## config.mk

```make
export PLATFORM = sky130hd
export DESIGN_NAME = dmem_access_sequencer_flat
export DESIGN_NICKNAME = d
export VERILOG_FILES = /design/src/rtl/dmem_access_sequencer_pkg.sv /design/src/rtl/dmem_access_sequencer_if.sv /design/src/rtl/dmem_access_sequencer_timer.sv /design/src/rtl/dmem_access_sequencer.sv /design/src/flat_wrapper.sv
export SDC_FILE = /design/constraint.sdc
export NUM_CORES = 1
export LEC_CHECK = 0
export BUFFER_PORTS_ARGS = -buffer_cell sky130_fd_sc_hd__buf_2
export CORE_ASPECT_RATIO = 0.5
export CORE_MARGIN = 1
export CORE_UTILIZATION = 25
export DETAILED_ROUTE_END_ITERATION = 6
export PLACE_DENSITY = 0.57
export SYNTH_ARGS = -nofsm -noshare
export SYNTH_HDL_FRONTEND = slang
export SYNTH_SLANG_ARGS = --single-unit
```

## constraint.sdc

```tcl
create_clock -name CLK -period 2.3 [get_ports CLK]
set_clock_uncertainty 0.2 [all_clocks]
set_input_delay 0.46 -clock CLK [delete_from_list [all_inputs] [get_ports CLK]]
set_output_delay 0.46 -clock CLK [all_outputs]
set_load 0.01 [all_outputs]
```

## src/rtl/dmem_access_sequencer_pkg.sv

```systemverilog
// Shared types and constants for the data-memory access sequencer.
// The memory strobes are active-low, so "on" is a logic zero.
package dmem_seq_pkg;

    typedef enum logic [1:0] {
        IDLE   = 2'd0,
        ACCESS = 2'd1,
        DONE   = 2'd2
    } seq_state_e;

    localparam logic STROBE_ON  = 1'b0;
    localparam logic STROBE_OFF = 1'b1;

    localparam int TIMEOUT_DEFAULT = 15;

endpackage

```

## src/rtl/dmem_access_sequencer_if.sv

```systemverilog
// EX-stage request, data-memory and writeback response signals of the sequencer.
// slave is the sequencer's view; master is the surrounding pipeline and memory.
interface dmem_access_sequencer_if #(
    parameter int ADDR_W = 32,
    parameter int DATA_W = 32
);

    logic              req_valid;
    logic              req_we;
    logic [ADDR_W-1:0] req_addr;
    logic [DATA_W-1:0] req_wdata;

    logic              DmemREB;
    logic              DmemWEB;
    logic [ADDR_W-1:0] mem_addr;
    logic [DATA_W-1:0] mem_wdata;
    logic [DATA_W-1:0] mem_rdata;
    logic              mem_ready;

    logic              stall;
    logic              rsp_valid;
    logic [DATA_W-1:0] rsp_rdata;
    logic              rsp_err;

    modport slave (
        input  req_valid, req_we, req_addr, req_wdata, mem_rdata, mem_ready,
        output DmemREB, DmemWEB, mem_addr, mem_wdata, stall, rsp_valid, rsp_rdata, rsp_err
    );

    modport master (
        output req_valid, req_we, req_addr, req_wdata, mem_rdata, mem_ready,
        input  DmemREB, DmemWEB, mem_addr, mem_wdata, stall, rsp_valid, rsp_rdata, rsp_err
    );

endinterface

```

## src/rtl/dmem_access_sequencer_timer.sv

```systemverilog
// Wait-state counter: cleared when an access starts, counts stalled ACCESS cycles,
// and flags the last permitted cycle. It saturates there rather than wrapping.
import dmem_seq_pkg::*;

module dmem_wait_timer #(
    parameter  int TIMEOUT = TIMEOUT_DEFAULT,
    localparam int CNT_W   = $clog2(TIMEOUT + 1)
) (
    input  logic clk,
    input  logic rst_n,
    input  logic i_clear,
    input  logic i_en,
    output logic o_expired
);

    localparam logic [CNT_W-1:0] LAST = CNT_W'(TIMEOUT - 1);

    logic [CNT_W-1:0] r_count;

    always_ff @(posedge clk or negedge rst_n) begin
        if (!rst_n) begin
            r_count <= '0;
        end else if (i_clear) begin
            r_count <= '0;
        end else if (i_en && !o_expired) begin
            r_count <= r_count + 1'b1;
        end
    end

    assign o_expired = (r_count == LAST);

endmodule

```

## src/rtl/dmem_access_sequencer.sv

```systemverilog
// Sequences one LW/SW at a time onto the data memory, stalling the pipeline
// until the memory is ready or the wait-state budget runs out.
import dmem_seq_pkg::*;

module dmem_access_sequencer #(
    parameter int ADDR_W  = 32,
    parameter int DATA_W  = 32,
    parameter int TIMEOUT = TIMEOUT_DEFAULT
) (
    input  logic                  CLK,
    input  logic                  RSTN,
    dmem_access_sequencer_if.slave bus
);

    seq_state_e        r_state;
    logic              r_we;
    logic [ADDR_W-1:0] r_addr;
    logic [DATA_W-1:0] r_wdata;
    logic              r_reb;
    logic              r_web;
    logic              r_rsp_valid;
    logic              r_rsp_err;
    logic [DATA_W-1:0] r_rsp_rdata;

    logic              w_accept;
    logic              w_count_en;
    logic              w_expired;

    assign w_accept   = (r_state == IDLE) && bus.req_valid;
    assign w_count_en = (r_state == ACCESS) && !bus.mem_ready;

    dmem_wait_timer #(
        .TIMEOUT (TIMEOUT)
    ) u_timer (
        .clk       (CLK),
        .rst_n     (RSTN),
        .i_clear   (w_accept),
        .i_en      (w_count_en),
        .o_expired (w_expired)
    );

    // Strobes and the response pulse are registered on the state transitions
    // so they change only on clock edges and can never overlap.
    always_ff @(posedge CLK or negedge RSTN) begin
        if (!RSTN) begin
            r_state     <= IDLE;
            r_we        <= 1'b0;
            r_addr      <= '0;
            r_wdata     <= '0;
            r_reb       <= STROBE_OFF;
            r_web       <= STROBE_OFF;
            r_rsp_valid <= 1'b0;
            r_rsp_err   <= 1'b0;
            r_rsp_rdata <= '0;
        end else begin
            case (r_state)
                IDLE: begin
                    r_rsp_valid <= 1'b0;
                    if (bus.req_valid) begin
                        r_we    <= bus.req_we;
                        r_addr  <= bus.req_addr;
                        r_wdata <= bus.req_wdata;
                        r_reb   <= bus.req_we ? STROBE_OFF : STROBE_ON;
                        r_web   <= bus.req_we ? STROBE_ON  : STROBE_OFF;
                        r_state <= ACCESS;
                    end
                end
                ACCESS: begin
                    // Ready on the final count cycle takes priority over timeout.
                    if (bus.mem_ready) begin
                        if (!r_we) begin
                            r_rsp_rdata <= bus.mem_rdata;
                        end
                        r_rsp_err   <= 1'b0;
                        r_reb       <= STROBE_OFF;
                        r_web       <= STROBE_OFF;
                        r_rsp_valid <= 1'b1;
                        r_state     <= DONE;
                    end else if (w_expired) begin
                        if (!r_we) begin
                            r_rsp_rdata <= '0;
                        end
                        r_rsp_err   <= 1'b1;
                        r_reb       <= STROBE_OFF;
                        r_web       <= STROBE_OFF;
                        r_rsp_valid <= 1'b1;
                        r_state     <= DONE;
                    end
                end
                DONE: begin
                    r_rsp_valid <= 1'b0;
                    r_state     <= IDLE;
                end
                default: begin
                    r_reb       <= STROBE_OFF;
                    r_web       <= STROBE_OFF;
                    r_rsp_valid <= 1'b0;
                    r_state     <= IDLE;
                end
            endcase
        end
    end

    // Stall rises in the request's own IDLE cycle so the EX registers hold it.
    assign bus.stall     = RSTN && ((r_state == ACCESS) || w_accept);
    assign bus.DmemREB   = r_reb;
    assign bus.DmemWEB   = r_web;
    assign bus.mem_addr  = r_addr;
    assign bus.mem_wdata = r_wdata;
    assign bus.rsp_valid = r_rsp_valid;
    assign bus.rsp_err   = r_rsp_err;
    assign bus.rsp_rdata = r_rsp_rdata;

endmodule

```

## src/flat_wrapper.sv

```systemverilog
// flat-port wrapper written by rule: the top's interface ports become plain ports
module dmem_access_sequencer_flat 
#(
    parameter int ADDR_W  = 32,
    parameter int DATA_W  = 32,
    parameter int TIMEOUT = TIMEOUT_DEFAULT
)
  (CLK, RSTN, bus_req_valid, bus_req_we, bus_req_addr, bus_req_wdata, bus_mem_rdata, bus_mem_ready, bus_DmemREB, bus_DmemWEB, bus_mem_addr, bus_mem_wdata, bus_stall, bus_rsp_valid, bus_rsp_rdata, bus_rsp_err);
  dmem_access_sequencer_if #(.ADDR_W(ADDR_W), .DATA_W(DATA_W)) bus_i ();
  input  logic CLK;
  input  logic RSTN;
  input wire logic [$bits(bus_i.req_valid)-1:0] bus_req_valid;
  input wire logic [$bits(bus_i.req_we)-1:0] bus_req_we;
  input wire logic [$bits(bus_i.req_addr)-1:0] bus_req_addr;
  input wire logic [$bits(bus_i.req_wdata)-1:0] bus_req_wdata;
  input wire logic [$bits(bus_i.mem_rdata)-1:0] bus_mem_rdata;
  input wire logic [$bits(bus_i.mem_ready)-1:0] bus_mem_ready;
  output wire logic [$bits(bus_i.DmemREB)-1:0] bus_DmemREB;
  output wire logic [$bits(bus_i.DmemWEB)-1:0] bus_DmemWEB;
  output wire logic [$bits(bus_i.mem_addr)-1:0] bus_mem_addr;
  output wire logic [$bits(bus_i.mem_wdata)-1:0] bus_mem_wdata;
  output wire logic [$bits(bus_i.stall)-1:0] bus_stall;
  output wire logic [$bits(bus_i.rsp_valid)-1:0] bus_rsp_valid;
  output wire logic [$bits(bus_i.rsp_rdata)-1:0] bus_rsp_rdata;
  output wire logic [$bits(bus_i.rsp_err)-1:0] bus_rsp_err;
  assign bus_i.req_valid = bus_req_valid;
  assign bus_i.req_we = bus_req_we;
  assign bus_i.req_addr = bus_req_addr;
  assign bus_i.req_wdata = bus_req_wdata;
  assign bus_i.mem_rdata = bus_mem_rdata;
  assign bus_i.mem_ready = bus_mem_ready;
  assign bus_DmemREB = bus_i.DmemREB;
  assign bus_DmemWEB = bus_i.DmemWEB;
  assign bus_mem_addr = bus_i.mem_addr;
  assign bus_mem_wdata = bus_i.mem_wdata;
  assign bus_stall = bus_i.stall;
  assign bus_rsp_valid = bus_i.rsp_valid;
  assign bus_rsp_rdata = bus_i.rsp_rdata;
  assign bus_rsp_err = bus_i.rsp_err;
  dmem_access_sequencer #(.ADDR_W(ADDR_W), .DATA_W(DATA_W), .TIMEOUT(TIMEOUT)) u_core (.CLK(CLK), .RSTN(RSTN), .bus(bus_i));
endmodule
```

### Yosys cells after proc, flatten, opt, wreduce, memory -nomap -nowiden

Index checks and enable logic that the tools add are counted.
W data, S select, Z words.

* bits in latches: 0
* bits in writable memories: 0
* bits in read-only memories: 0
* input port bits: 101
* memories: 0
* bits in registers: 107
* output and inout port bits: 101
* word-level logic and storage cells: 53

* bitwise operators: 2
* add/subtract/negate cells: 1
* reductions and logical operators: 15
* multipliers: 0
* muxes and demuxes: 20
* shift operators: 0
* $lt $le $gt $ge: 0
* equal/unequal tests: 5
* div/mod/pow operators: 0

Operators by type and width (count)
* $mux W32: 4
* $mux W1: 8
* $mux W4: 2
* $mux W2: 3
* $pmux W1 S3: 2
* $reduce_and A2 Y1: 3
* $reduce_and A3 Y1: 2
* $add A4 B1 Y4 const B: 1
* $eq A4 B4 Y1 const B: 1
* $logic_and A1 B1 Y1: 4
* $pmux W2 S2: 1
* $reduce_bool A2 Y1: 2
* $ne A3 B3 Y1 const B: 1
* $eq A2 B1 Y1 const B: 1
* $eq A2 B2 Y1 const B: 1
* $logic_not A1 Y1: 2
* $logic_not A2 Y1: 1
* $ne A2 B2 Y1 const B: 1
* $not A1 Y1: 2
* $logic_or A1 B1 Y1: 1

### Longest topological paths before layout

* depth after elaboration: 5
* mapped depth: 7
* gate-level depth less buffers: 5

### Modules after synthesis

From an unflattened synthesis, not the netlist that was laid out.

* cell total of the unflattened synthesis: 266
* area, all modules: 4103.9 um^2

Modules (own cells, without submodules)
* dmem_access_sequencer: area each 3882.5 um^2, cells each 242, instances 1, sequential area each 2580.0 um^2
* dmem_wait_timer: area each 221.5 um^2, cells each 24, instances 1, sequential area each 100.1 um^2

### Least setup slack after synthesis

No wires, ideal clock.

* path kind: register to register
* start point: register u_core.u_timer.r_count[0]
* end point: register u_core.r_rsp_rdata[0], in the netlist u_core.bus.rsp_rdata[0]
* library setup time: 0.121 ns
* arrival: 1.511 ns
* slack: 0.468 ns
* path buffers: 2
* stages on the path, launching flop included: 8
* period minus slack after synthesis: 1.832 ns
* data required time: 1.979 ns
* cells stage by stage: dfrtp_1 -> inv_1 -> ha_1 -> a31oi_1 -> or3_4 -> buf_6 -> buf_6 -> a22o_1

* cells in the longest elaborated chain, start to end: 3

Ends and longest elaborated chain
* start, declared: RTL line dmem_access_sequencer_timer.sv:18 `logic [CNT_W-1:0] r_count;`
* start signal, assigned: RTL line dmem_access_sequencer_timer.sv:26 `r_count <= r_count + 1'b1;`
* $eq A4 B4 Y1: RTL line dmem_access_sequencer_timer.sv:30 `assign o_expired = (r_count == LAST);`
* $reduce_bool A2 Y1 (no line)
* $reduce_and A3 Y1 (no line)
* end signal, assigned: RTL line dmem_access_sequencer.sv:72 `r_rsp_rdata <= bus.mem_rdata;`
* end, declared: RTL line dmem_access_sequencer.sv:23 `logic [DATA_W-1:0] r_rsp_rdata;`

Every way passes these cells.
A chain may end at the register's enable or synchronous reset.

### Worst setup path after layout

* start point: register u_core.r_state[0]
* end point: output port bus_stall

* cells in the longest elaborated chain, start to end: 4
* elaborated cells on any way between the ends: 5
* classes of those cells: eq/ne: 1; reduce/logical: 4

Ends and longest elaborated chain
* start, declared: RTL line dmem_access_sequencer.sv:15 `seq_state_e r_state;`
* start signal, assigned: RTL line dmem_access_sequencer.sv:46 `r_state <= IDLE;`
* start signal, assigned: RTL line dmem_access_sequencer.sv:65 `r_state <= ACCESS;`
* start signal, assigned: RTL line dmem_access_sequencer.sv:78 `r_state <= DONE;`
* $logic_not A2 Y1: RTL line dmem_access_sequencer.sv:29 `assign w_accept = (r_state == IDLE) && bus.req_valid;`
* $logic_and A1 B1 Y1: RTL line dmem_access_sequencer.sv:29
* $logic_or A1 B1 Y1 *: RTL line dmem_access_sequencer.sv:105 `assign bus.stall = RSTN && ((r_state == ACCESS) || w_accept);`
* $logic_and A1 B1 Y1 *: RTL line dmem_access_sequencer.sv:105
* end, declared: RTL line flat_wrapper.sv:22 `output wire logic [$bits(bus_i.stall)-1:0] bus_stall;`

Mark *: on every way between the ends. The rest lies on a longest branch, timed or not.

==> metrics.txt <==
status finished with violations; failing checks negative hold slack; number of max-cap violations 0; Max-slew headroom roughly 62%; detailed placement HPWL a little under 7000 microns; commonest cells in the netlist 105 x dfrtp_1, 64 x mux2_2, 30 x a22o_1; Die Span X 183 microns; Max Freq approximately 480 MHz; Sink Count around 110; core area 15700 sq um; worst-margin pin slew 0.571 ns; final WL 9560 microns; Clock Latency Late Sink between 0.3 and 0.4 ns; Synth Area per Inst between 15 and 20 sq um; TritonCTS clock tree yes; DRC violation count after routing 0; vias in the first global route 2838; Yosys top cell area share 64.0%; period utilization 89.7%; Final #Nets approximately 560; CTS Buf Count 9; Hold Vio Cnt, Final 1; Hold Slack -0.000266 ns; FILL cells roughly 1600; cells on worst reg2reg path 5; CP max FO 10; crit path time final ~2.1 ns; Worst R2R Start u_core.u_timer.r_count[0]$_DFFE_PN0P_; Setup crit end kind output pin; Starting Density between 20% and 30%; antenna violations before repair 0; WS Path Type flop to output pin; placed instance area 5330 sq um; part of the Yosys area used for sequential elements 65.3%; ys async rst share 100%; unrepaired setup endpoints after global routing false; Routed Antenna Nets 0; # rows 32; vias per cell between 4 and 5; Leak about 2.8 nW; Clock Pin Slew Worst Setup and Hold Paths about 0.070 ns; first-pass GRT wire length 14800 microns; pwr dens roughly 1100 nW/um^2; CP startpoint kind flop; Total Power roughly 0.0065 W; area grow syn2layout 37.5%; largest net degree at the start of global routing 108; IO Port Bufs ~200; DR vias 2816; mapped cell area 4110 sq um; Pins Over Slew Limit 0; post-synth top area cell dfrtp_1; worst hold path type input port to asynchronous set/reset pin; Yosys reg bits approximately 110; Final Cell Area ~5600 sq um; Req. time, crit path between 1.5 and 2 ns; fraction of layout cells with a size suffix above 1 a little under two thirds; chip height 92.6 microns; Mapped Cells 260; die area approximately 17000 sq um; Placer Congestion between 0.7 and 0.8; # IOs 202; global route total overflow 0; Post-synth EDFFs 0; Yosys cell types 32; drt wl/cell ~14 microns; top cells by area, synth dfrtp_1 64%, mux2_2 18%, a22o_1 6.4%; Post-CTS Setup Inserts 0; CP arrival between 1 and 1.5 ns; Peak supply drop roughly 0.5 mV; R2R Setup Slk 0.32 ns; Max clock buf depth 2; # setup viols final 0; post-cts sizing count 0; FF-to-FF End u_core.bus.rsp_rdata[30]$_DFFE_PN0P_; Net Count, Synth roughly 360; number of diodes 0; Post-CTS Hold Fix Bufs 0; clock root cell clkbuf_16; Initial DRC Count 88; Yosys warnings 0; overall routing resource usage 11.3%; dominant synthesized flop cell dfrtp_1; most frequent cell after synthesis dfrtp_1; setup_tns 0 ns; H-tree levels 3; 1st-pass router iterations 4
through the flow:
| stage | worst slack (ns) | std cells | utilization (%) |
|---|---|---|---|
| floorplan | 0.468 | 260 | - |
| global placement | 0.326 | 669 | 33.9 |
| detailed placement | 0.302 | 669 | 33.9 |
| CTS | 0.201 | 685 | 35.9 |
| global route | 0.116 | 685 | 35.9 |
| finish | 0.237 | 685 | 35.9 |
layout make-up:
type	instances	area (sq um)	share of cell area [%]
multi-input cells	135	1310	23.2
well taps	221	277	4.90
flip-flops and latches	107	2680	47.5
clock buffers	10	229	4.06
clock inverters	6	88.8	1.57
inverters	2	7.51	0.133
repair buffers	204	1060	18.7
critical path, cell delays in order (launching register included):
cell and delay, ns:
dfrtp_1 0.53, o21bai_1 0.32, nor2_1 0.06, buf_2 0.14
sequential cells by signal, summed over array words and instances (netlist names):
signal and cells:
u_core.r_we 1, u_core.bus.DmemWEB 1, u_core.bus.mem_addr 32, u_core.bus.mem_wdata 32, u_core.r_state 2, u_core.bus.rsp_rdata 32
u_core.u_timer.r_count 4, u_core.bus.rsp_valid 1, u_core.bus.rsp_err 1, u_core.bus.DmemREB 1
placed cells by master, fill, tap and decap left out, types with 3 or more instances in the layout:
| cell type | n |
|---|---|
| a22o_1 | 30 |
| buf_2 | 200 |
| clkbuf_16 | 9 |
| dfrtp_1 | 105 |
| mux2_2 | 64 |
| nand3_1 | 3 |
| nor2_1 | 5 |
| nor3_1 | 5 |
per-layer routing:
| metal | track usage [%] | up-vias | wire [microns] |
|---|---|---|---|
| met3 | 3.15 | 4 | 310 |
| li1 | - | 1340 | - |
| met2 | 20.5 | 57 | 5230 |
| met4 | 3.13 | 0 | 60 |
| met5 | 0 | - | 0 |
| met1 | 12.9 | 1415 | 3950 |
power breakdown:
group	switching, W	internal, W
Clock	0.000695	0.000957
Sequential	0.000346	0.00253
Combinational	0.000918	0.00102
Total	0.00196	0.00451
cell families (layout without fill, tap and decap cells):
family	count (synthesis)	in the layout	synth area share [%]
AOI/OAI and AO/OA	41	41	8.60
adders and majority gates	2	2	0.609
buffers and inverters	18	222	3.17
DFF	107	107	65.3
muxes	67	67	18.3
and+or+nand+nor	25	25	4.02
worst max-delay path by stage:
stage | startpoint | endpoint | slack [ns] | depth (start not counted)
floorplan | u_core.u_timer.r_count[0]$_DFFE_PN0P_ | u_core.bus.rsp_rdata[0]$_DFFE_PN0P_ | 0.47 | 7
global placement | u_core.u_timer.r_count[0]$_DFFE_PN0P_ | u_core.bus.rsp_rdata[5]$_DFFE_PN0P_ | 0.33 | 5
detailed placement | u_core.u_timer.r_count[0]$_DFFE_PN0P_ | u_core.bus.rsp_rdata[9]$_DFFE_PN0P_ | 0.30 | 5
CTS | u_core.r_state[0]$_DFFE_PN0P_ | bus_stall | 0.20 | 3
global route | u_core.u_timer.r_count[0]$_DFFE_PN0P_ | u_core.bus.rsp_rdata[29]$_DFFE_PN0P_ | 0.12 | 5
finish | u_core.r_state[0]$_DFFE_PN0P_ | bus_stall | 0.24 | 3
Power figures use the tool's default switching activity.
